===== src/rtl/range_uart_tx.sv =====
// range_uart_tx: captures a range-finder result on a one-cycle strobe. It sends the
// result as uppercase ASCII hex digits, MSB nibble first, followed by a line feed,
// over a UART TX line. An error result is sent as "E\n" instead.
//
// Ports:
//   clock     - system clock, all state updates on the rising edge
//   reset     - asynchronous active-high reset
//   range_in  - range result, WIDTH bits (N = WIDTH/4 hex digits)
//   error_in  - error flag from the range finder
//   capture   - one-cycle strobe, range_in/error_in valid this cycle
//   tx        - UART serial out, idle high, 8N1 (or 8E1, see below)
//   busy      - high while a message is in flight
//   overrun   - sticky, set when a capture arrives while busy
//
// Build option: define RANGE_TX_PARITY_EN to insert an even-parity bit between
// data bit 7 and the stop bit. This gives an 11-bit frame.
module range_uart_tx #(
    parameter int unsigned WIDTH        = 8,
    parameter int unsigned CLKS_PER_BIT = 16
) (
    input  logic             clock,
    input  logic             reset,
    input  logic [WIDTH-1:0] range_in,
    input  logic             error_in,
    input  logic             capture,
    output logic             tx,
    output logic             busy,
    output logic             overrun
);

    localparam int unsigned N  = WIDTH / 4;
    localparam int unsigned BW = $clog2(N + 1);
    localparam int unsigned CW = (CLKS_PER_BIT > 1) ? $clog2(CLKS_PER_BIT) : 1;

    localparam logic [CW-1:0] BaudLast = CW'(CLKS_PER_BIT - 1);
    localparam logic [BW-1:0] IdxLf    = BW'(N);

    localparam logic [2:0] StIdle   = 3'd0;
    localparam logic [2:0] StStart  = 3'd1;
    localparam logic [2:0] StData   = 3'd2;
    localparam logic [2:0] StStop   = 3'd3;
`ifdef RANGE_TX_PARITY_EN
    localparam logic [2:0] StParity = 3'd4;
`endif

    logic [2:0]       state_q, state_d;
    logic [CW-1:0]    baud_q, baud_d;
    logic [2:0]       bit_q, bit_d;
    logic [BW-1:0]    idx_q, idx_d;
    logic [WIDTH-1:0] hold_q, hold_d;
    logic             err_q, err_d;
    logic [7:0]       data_q, data_d;
    logic             tx_q, tx_d;
    logic             ovr_q, ovr_d;

    logic             tick;
    logic [BW-1:0]    idx_last;

    // Message byte at index idx. Nibble idx is brought to the top by a left shift,
    // so no division is needed.
    function automatic logic [7:0] char_of(input logic [WIDTH-1:0] hold,
                                           input logic             err,
                                           input logic [BW-1:0]    idx);
        logic [WIDTH-1:0] sh;
        logic [3:0]       nib;
        logic [7:0]       c;
        sh  = hold << {idx, 2'b00};
        nib = 4'(sh >> (WIDTH - 4));
        if (err) begin
            c = (idx == '0) ? 8'h45 : 8'h0A;
        end else if (idx < IdxLf) begin
            c = (nib < 4'd10) ? {4'h3, nib} : {4'h4, nib - 4'd9};
        end else begin
            c = 8'h0A;
        end
        return c;
    endfunction

    assign tick     = (baud_q == BaudLast);
    assign idx_last = err_q ? BW'(1) : IdxLf;

    always_comb begin
        state_d = state_q;
        bit_d   = bit_q;
        idx_d   = idx_q;
        hold_d  = hold_q;
        err_d   = err_q;
        data_d  = data_q;
        ovr_d   = ovr_q;
        baud_d  = (state_q == StIdle || tick) ? '0 : baud_q + 1'b1;

        if (capture && state_q != StIdle) begin
            ovr_d = 1'b1;
        end

        case (state_q)
            StIdle: begin
                if (capture) begin
                    hold_d  = range_in;
                    err_d   = error_in;
                    idx_d   = '0;
                    data_d  = char_of(range_in, error_in, '0);
                    state_d = StStart;
                end
            end
            StStart: begin
                if (tick) begin
                    bit_d   = '0;
                    state_d = StData;
                end
            end
            StData: begin
                if (tick) begin
                    if (bit_q == 3'd7) begin
`ifdef RANGE_TX_PARITY_EN
                        state_d = StParity;
`else
                        state_d = StStop;
`endif
                    end else begin
                        bit_d = bit_q + 1'b1;
                    end
                end
            end
`ifdef RANGE_TX_PARITY_EN
            StParity: begin
                if (tick) begin
                    state_d = StStop;
                end
            end
`endif
            StStop: begin
                if (tick) begin
                    if (idx_q == idx_last) begin
                        state_d = StIdle;
                    end else begin
                        // Next byte starts right after this stop bit, with no idle gap.
                        idx_d   = idx_q + 1'b1;
                        data_d  = char_of(hold_q, err_q, idx_q + 1'b1);
                        state_d = StStart;
                    end
                end
            end
            default: begin
                state_d = StIdle;
            end
        endcase

        // tx is registered from next-state values, so the line is glitch-free and
        // changes on the same edge as the state.
        case (state_d)
            StStart:  tx_d = 1'b0;
            StData:   tx_d = data_d[bit_d];
`ifdef RANGE_TX_PARITY_EN
            StParity: tx_d = ^data_d;
`endif
            default:  tx_d = 1'b1;
        endcase
    end

    always_ff @(posedge clock or posedge reset) begin
        if (reset) begin
            state_q <= StIdle;
            baud_q  <= '0;
            bit_q   <= '0;
            idx_q   <= '0;
            hold_q  <= '0;
            err_q   <= 1'b0;
            data_q  <= '0;
            tx_q    <= 1'b1;
            ovr_q   <= 1'b0;
        end else begin
            state_q <= state_d;
            baud_q  <= baud_d;
            bit_q   <= bit_d;
            idx_q   <= idx_d;
            hold_q  <= hold_d;
            err_q   <= err_d;
            data_q  <= data_d;
            tx_q    <= tx_d;
            ovr_q   <= ovr_d;
        end
    end

    assign tx      = tx_q;
    assign busy    = (state_q != StIdle);
    assign overrun = ovr_q;

endmodule


===== config.mk =====
export PLATFORM = sky130hd
export DESIGN_NAME = range_uart_tx
export DESIGN_NICKNAME = d
export VERILOG_FILES = /design/src/rtl/range_uart_tx.sv
export SDC_FILE = /design/constraint.sdc
export NUM_CORES = 1
export LEC_CHECK = 0
export ABC_CLOCK_PERIOD_IN_PS = 3100
export CORE_UTILIZATION = 45
export DETAILED_ROUTE_END_ITERATION = 8
export HOLD_SLACK_MARGIN = 0.15
export SYNTH_ARGS = -nofsm -noshare
export SYNTH_HDL_FRONTEND = slang
export SYNTH_SLANG_ARGS = --single-unit

===== constraint.sdc =====
create_clock -name clock -period 3.1 [get_ports clock]
set_input_delay 0.93 -clock clock [delete_from_list [all_inputs] [get_ports clock]]
set_output_delay 0.93 -clock clock [all_outputs]
set_load 0.01 [all_outputs]

==> report_table.html, run 1 <==
<table>
<tr><th>Metric</th><th>Value</th></tr>
<tr><th colspan="2">Run status</th></tr>
<tr><td>Status</td><td>completed</td></tr>
<tr><th colspan="2">Layout</th></tr>
<tr><td>Signed area change from the synthesized netlist to the final layout</td><td>18.8%</td></tr>
<tr><td>Final Non-Filler Cells</td><td>260</td></tr>
<tr><td>Antenna cells</td><td>0</td></tr>
<tr><td>Fill cell instance count of the final layout</td><td>348</td></tr>
<tr><td>Sequential cell area</td><td>777 um^2</td></tr>
<tr><td>Fin nets</td><td>228</td></tr>
<tr><td>Area of the multi-input gates</td><td>903 um^2</td></tr>
<tr><td>Proportion of layout cells with a drive suffix above 1</td><td>around an eighth</td></tr>
<tr><th colspan="2">Synth</th></tr>
<tr><td>Yosys warns</td><td>0</td></tr>
<tr><td>Area fraction of the dominant cell type after synthesis</td><td>roughly 43%</td></tr>
<tr><td>Register bit total from synthesis</td><td>31</td></tr>
<tr><td>Most instantiated library cell after synthesis</td><td>nand2_1</td></tr>
<tr><td>Largest cells by area after synthesis</td><td>dfrtp_1 43%, nand2_1 8.1%, ha_1 3.6%, mux2i_1 2.3%, o21ai_0 2.3%</td></tr>
<tr><td>Unique masters post-synth</td><td>52</td></tr>
<tr><td>Most numerous cell types in the synthesized netlist</td><td>38 x nand2_1, 30 x dfrtp_1, 9 x nor2_1</td></tr>
<tr><td>Post-Synthesis Cell Area</td><td>between 1500 and 2000 um^2</td></tr>
<tr><td>Post-synthesis cell count</td><td>191</td></tr>
<tr><td>Cell taking the most area after synthesis</td><td>dfrtp_1</td></tr>
<tr><td>Sequential share of the synthesized area</td><td>~44%</td></tr>
<tr><td>Net Count, Synth</td><td>around 210</td></tr>
<tr><td>Asr flop ratio synth</td><td>between 90% and 100%</td></tr>
<tr><td>EDFF count, synth</td><td>0</td></tr>
<tr><td>Flip-flop cell with the highest count after synthesis</td><td>dfrtp_1</td></tr>
<tr><td>Mean post-synth cell area</td><td>around 9.2 um^2</td></tr>
<tr><th colspan="2">Power</th></tr>
<tr><td>Sequential cell fraction of total power</td><td>between 40% and 50%</td></tr>
<tr><td>Clock power frac</td><td>a little under two fifths</td></tr>
<tr><td>Share of power burned in combinational logic</td><td>between 10% and 20%</td></tr>
<tr><td>Peak supply drop</td><td>about 0.28 mV</td></tr>
<tr><td>Internal power</td><td>around 800 uW</td></tr>
<tr><td>Net switching power of the design</td><td>around 290 uW</td></tr>
<tr><td>Power per cell area</td><td>about 520 nW/um^2</td></tr>
<tr><td>Leakage power total</td><td>0.958 nW</td></tr>
<tr><td>Switching power share of the total</td><td>between 20% and 30%</td></tr>
<tr><th colspan="2">Clock tree</th></tr>
<tr><td>Level count of the clock H-tree</td><td>2</td></tr>
<tr><td>Clock slew at reported path FFs</td><td>0.07 ns</td></tr>
<tr><td>Hold buffer count at cts</td><td>0</td></tr>
<tr><td>TritonCTS sink count</td><td>31</td></tr>
<tr><td>Cells resized by post-CTS repair</td><td>0</td></tr>
<tr><td>CTS tree</td><td>built</td></tr>
<tr><td>Insertion delay of the later-clocked pin in the worst-skew pair</td><td>around 0.29 ns</td></tr>
<tr><td>CTS Root Cell</td><td>clkbuf_8</td></tr>
<tr><td>Num CTS Buffers</td><td>5</td></tr>
<tr><td>Post-CTS Repair Setup Buffers</td><td>0</td></tr>
<tr><td>Max Root-Sink Buffers</td><td>2</td></tr>
<tr><th colspan="2">Hold path</th></tr>
<tr><td>Path class of the lowest-slack min-delay path</td><td>flop to flop</td></tr>
<tr><td>Worst Min Path Start</td><td>overrun$_DFFE_PP0P_</td></tr>
<tr><td>Hold-critical path depth</td><td>1</td></tr>
<tr><td>WHS Endpoint</td><td>overrun$_DFFE_PP0P_</td></tr>
<tr><th colspan="2">Routing</th></tr>
<tr><td>Initial drt markers</td><td>67</td></tr>
<tr><td>Average wire length per cell after detail routing</td><td>14.8 um</td></tr>
<tr><td>Via Count</td><td>1461</td></tr>
<tr><td>DRC viols</td><td>0</td></tr>
<tr><td>Aggregate routed wire length</td><td>roughly 3900 um</td></tr>
<tr><td>Post-route ant nets</td><td>0</td></tr>
<tr><td>Average via count per standard cell</td><td>~5.6</td></tr>
<tr><td>Drt first pass iters</td><td>4</td></tr>
<tr><th colspan="2">GRT</th></tr>
<tr><td>Largest net degree at the start of global routing</td><td>32</td></tr>
<tr><td>Remaining Overflow, GRT</td><td>0</td></tr>
<tr><td>Global-route usage over all layers</td><td>20.8%</td></tr>
<tr><td>Initial antenna violation count</td><td>0</td></tr>
<tr><td>First-pass GRT wire length</td><td>6460 um</td></tr>
<tr><td>Via count of the first global-routing pass</td><td>about 1.5k</td></tr>
<tr><th colspan="2">Floorplan</th></tr>
<tr><td>Cell Rows</td><td>22</td></tr>
<tr><td>Starting Density</td><td>between 40% and 50%</td></tr>
<tr><td>Ports</td><td>15</td></tr>
<tr><td>Die area</td><td>roughly 4200 um^2</td></tr>
<tr><td>Die boundary width</td><td>around 65 um</td></tr>
<tr><td>Area of the placeable core</td><td>3720 um^2</td></tr>
<tr><td>Height of the die</td><td>64.5 um</td></tr>
<tr><th colspan="2">STA</th></tr>
<tr><td>Relative slew slack</td><td>54.1%</td></tr>
<tr><td>Hold violation count in the final report</td><td>0</td></tr>
<tr><td>Max frequency</td><td>approximately 0.36 GHz</td></tr>
<tr><td>Worst hold slack</td><td>~0.46 ns</td></tr>
<tr><td>Setup repair after global routing missed its margin</td><td>false</td></tr>
<tr><td>Tcrit/Tclk final</td><td>90.8%</td></tr>
<tr><td>Post-layout min period</td><td>between 2 and 3 ns</td></tr>
<tr><td>Setup_tns</td><td>0 ns</td></tr>
<tr><td>Post-route clock skew</td><td>0.00807 ns</td></tr>
<tr><td>Slew Limit Fails</td><td>0</td></tr>
<tr><td>Setup Viol. Count Final</td><td>0</td></tr>
<tr><td>Worst-Margin Slew</td><td>between 0.6 and 0.7 ns</td></tr>
<tr><th colspan="2">Place</th></tr>
<tr><td>Half-perimeter wire length after detailed placement</td><td>~2900 um</td></tr>
<tr><td>Number of instances in the placed design</td><td>approximately 250</td></tr>
<tr><td>Number of input and output port buffers inserted</td><td>14</td></tr>
<tr><td>Final weighted congestion in routability-driven placement</td><td>roughly 0.8</td></tr>
<tr><th colspan="2">Critical path</th></tr>
<tr><td>Launching element type of the critical path</td><td>flop</td></tr>
<tr><td>Highest-delay cell along the critical path</td><td>dfrtp_1</td></tr>
<tr><td>Register-to-register path setup slack</td><td>between 0.4 and 0.5 ns</td></tr>
<tr><td>WS Path Type</td><td>flop to primary output</td></tr>
<tr><td>Critical register-to-register path startpoint</td><td>idx_q[1]$_DFFE_PP0P_</td></tr>
<tr><td>Buffers and inverters on the worst path</td><td>2</td></tr>
<tr><td>Endpoint kind of the worst setup timing path</td><td>primary output</td></tr>
<tr><td>Family with the most delay on the worst path</td><td>buffers and inverters</td></tr>
<tr><td>Data required time of the worst path</td><td>between 2 and 2.5 ns</td></tr>
<tr><td>Arr. time, crit path</td><td>between 1.5 and 2 ns</td></tr>
<tr><td>Worst reg2reg path depth</td><td>9</td></tr>
<tr><td>Largest stage delay on the critical path</td><td>0.52 ns</td></tr>
<tr><td>Crit-path max FO</td><td>10</td></tr>
<tr><td>Reg-to-reg critical path endpoint</td><td>tx$_DFF_PP1_</td></tr>
<tr><td>Cell Chain, Critical Path</td><td>nor3_1 -&gt; inv_1 -&gt; clkdlybuf4s50_1</td></tr>
<tr><th colspan="2">Run</th></tr>
<tr><td>Max capacitance violation total</td><td>0</td></tr>
</table>
-- metal layers --
metal	GRT usage (%)	routed length, um	part of all wire, %	vias to the layer above
met5	0	0	0	-
met4	10.0	66	1.7	0
met3	3.70	149	3.9	8
met2	37.4	1980	51	25
met1	23.7	1660	43	710
li1	-	-	-	718
-- kinds of logic (layout without fill, tap and decap cells) --
group | Yosys count | after routing | synth area share (%)
fa+ha+maj | 5 | 5 | 3.55
xor+xnor | 5 | 5 | 2.49
buf+inv | 18 | 39 | 4.55
compound gates | 40 | 40 | 16.0
simple gates | 85 | 85 | 25.5
flops | 31 | 31 | 44.1
other cells | 1 | 1 | 0.213
mux | 6 | 6 | 3.55
-- worst max path at each step --
stage | start | endpoint | slack (ns) | cells past startpoint
2_1_floorplan | idx_q[0]$_DFFE_PP0P_ | tx$_DFF_PP1_ | 0.63 | 9
3_3_place_gp | range_in[4] | tx$_DFF_PP1_ | 0.17 | 8
3_5_place_dp | range_in[4] | tx$_DFF_PP1_ | 0.12 | 8
4_1_cts | state_q[1]$_DFF_PP0_ | busy | 0.27 | 3
5_1_grt | state_q[1]$_DFF_PP0_ | busy | 0.16 | 3
6_report | state_q[1]$_DFF_PP0_ | busy | 0.28 | 3
-- power groups by stage --
| stage | clock, mW | sequential (mW) | combinational, mW |
|---|---|---|---|
| floorplan | 0 | 0.486 | 0.133 |
| global placement | 0 | 0.502 | 0.173 |
| detailed placement | 0 | 0.504 | 0.181 |
| CTS | 0.420 | 0.497 | 0.183 |
| global route | 0.434 | 0.504 | 0.205 |
| finish | 0.412 | 0.497 | 0.182 |
-- registers in the layout, indices dropped and copies added, names as in the netlist --
name	count
idx_q	2
overrun	1
err_q	1
data_q	8
baud_q	4
hold_q	8
bit_q	3
tx	1
state_q	3
-- layout by cell type (no fill, tap or decap), drive strengths merged, types with 2 or more instances in the layout --
master         count
clkbuf             6
mux2i              4
a221oi             3
a31oi              2
nor3b              4
ha                 5
o31ai              2
and2               4
o21ai             10
mux2               2
and3               4
nor2               9
a21oi              6
nor3               4
or4                2
dfrtp             30
buf                8
nand2b             2
or2                2
xnor2              4
a221o              2
and4b              2
clkdlybuf4s50     14
nand2             38
nand3b             2
a2111oi            2
nand3              7
a211oi             3
inv                9
-- metrics by stage --
stage / worst slack, ns / area [um^2] / util [%] / power [mW]
floorplan: 0.630 / 1760 / - / 0.619
global placement: 0.166 / 1970 / 53.1 / 0.675
detailed placement: 0.120 / 1970 / 53.1 / 0.686
CTS: 0.271 / 2090 / 56.3 / 1.10
global route: 0.156 / 2090 / 56.3 / 1.14
finish: 0.285 / 2090 / 56.3 / 1.09
-- cell type report --
type / count / area share, %
well taps: 48 / 2.87
repair buffers: 22 / 9.57
clock inverters: 2 / 1.67
flip-flops and latches: 31 / 37.1
clock buffers: 6 / 3.95
inverters: 9 / 1.61
multi-input cells: 142 / 43.2
No activity file was read; power rests on OpenSTA's default activity.
==> run 2: changes to the inputs <==
--- a/config.mk
+++ b/config.mk
@@ -6,6 +6,7 @@
 export NUM_CORES = 1
 export LEC_CHECK = 0
 export ABC_CLOCK_PERIOD_IN_PS = 3100
+export CAP_MARGIN = 20
 export CORE_UTILIZATION = 45
 export DETAILED_ROUTE_END_ITERATION = 8
 export HOLD_SLACK_MARGIN = 0.15
==> results of run 2 <==
Final layout, timing and power as in run 1 (identical DEF).
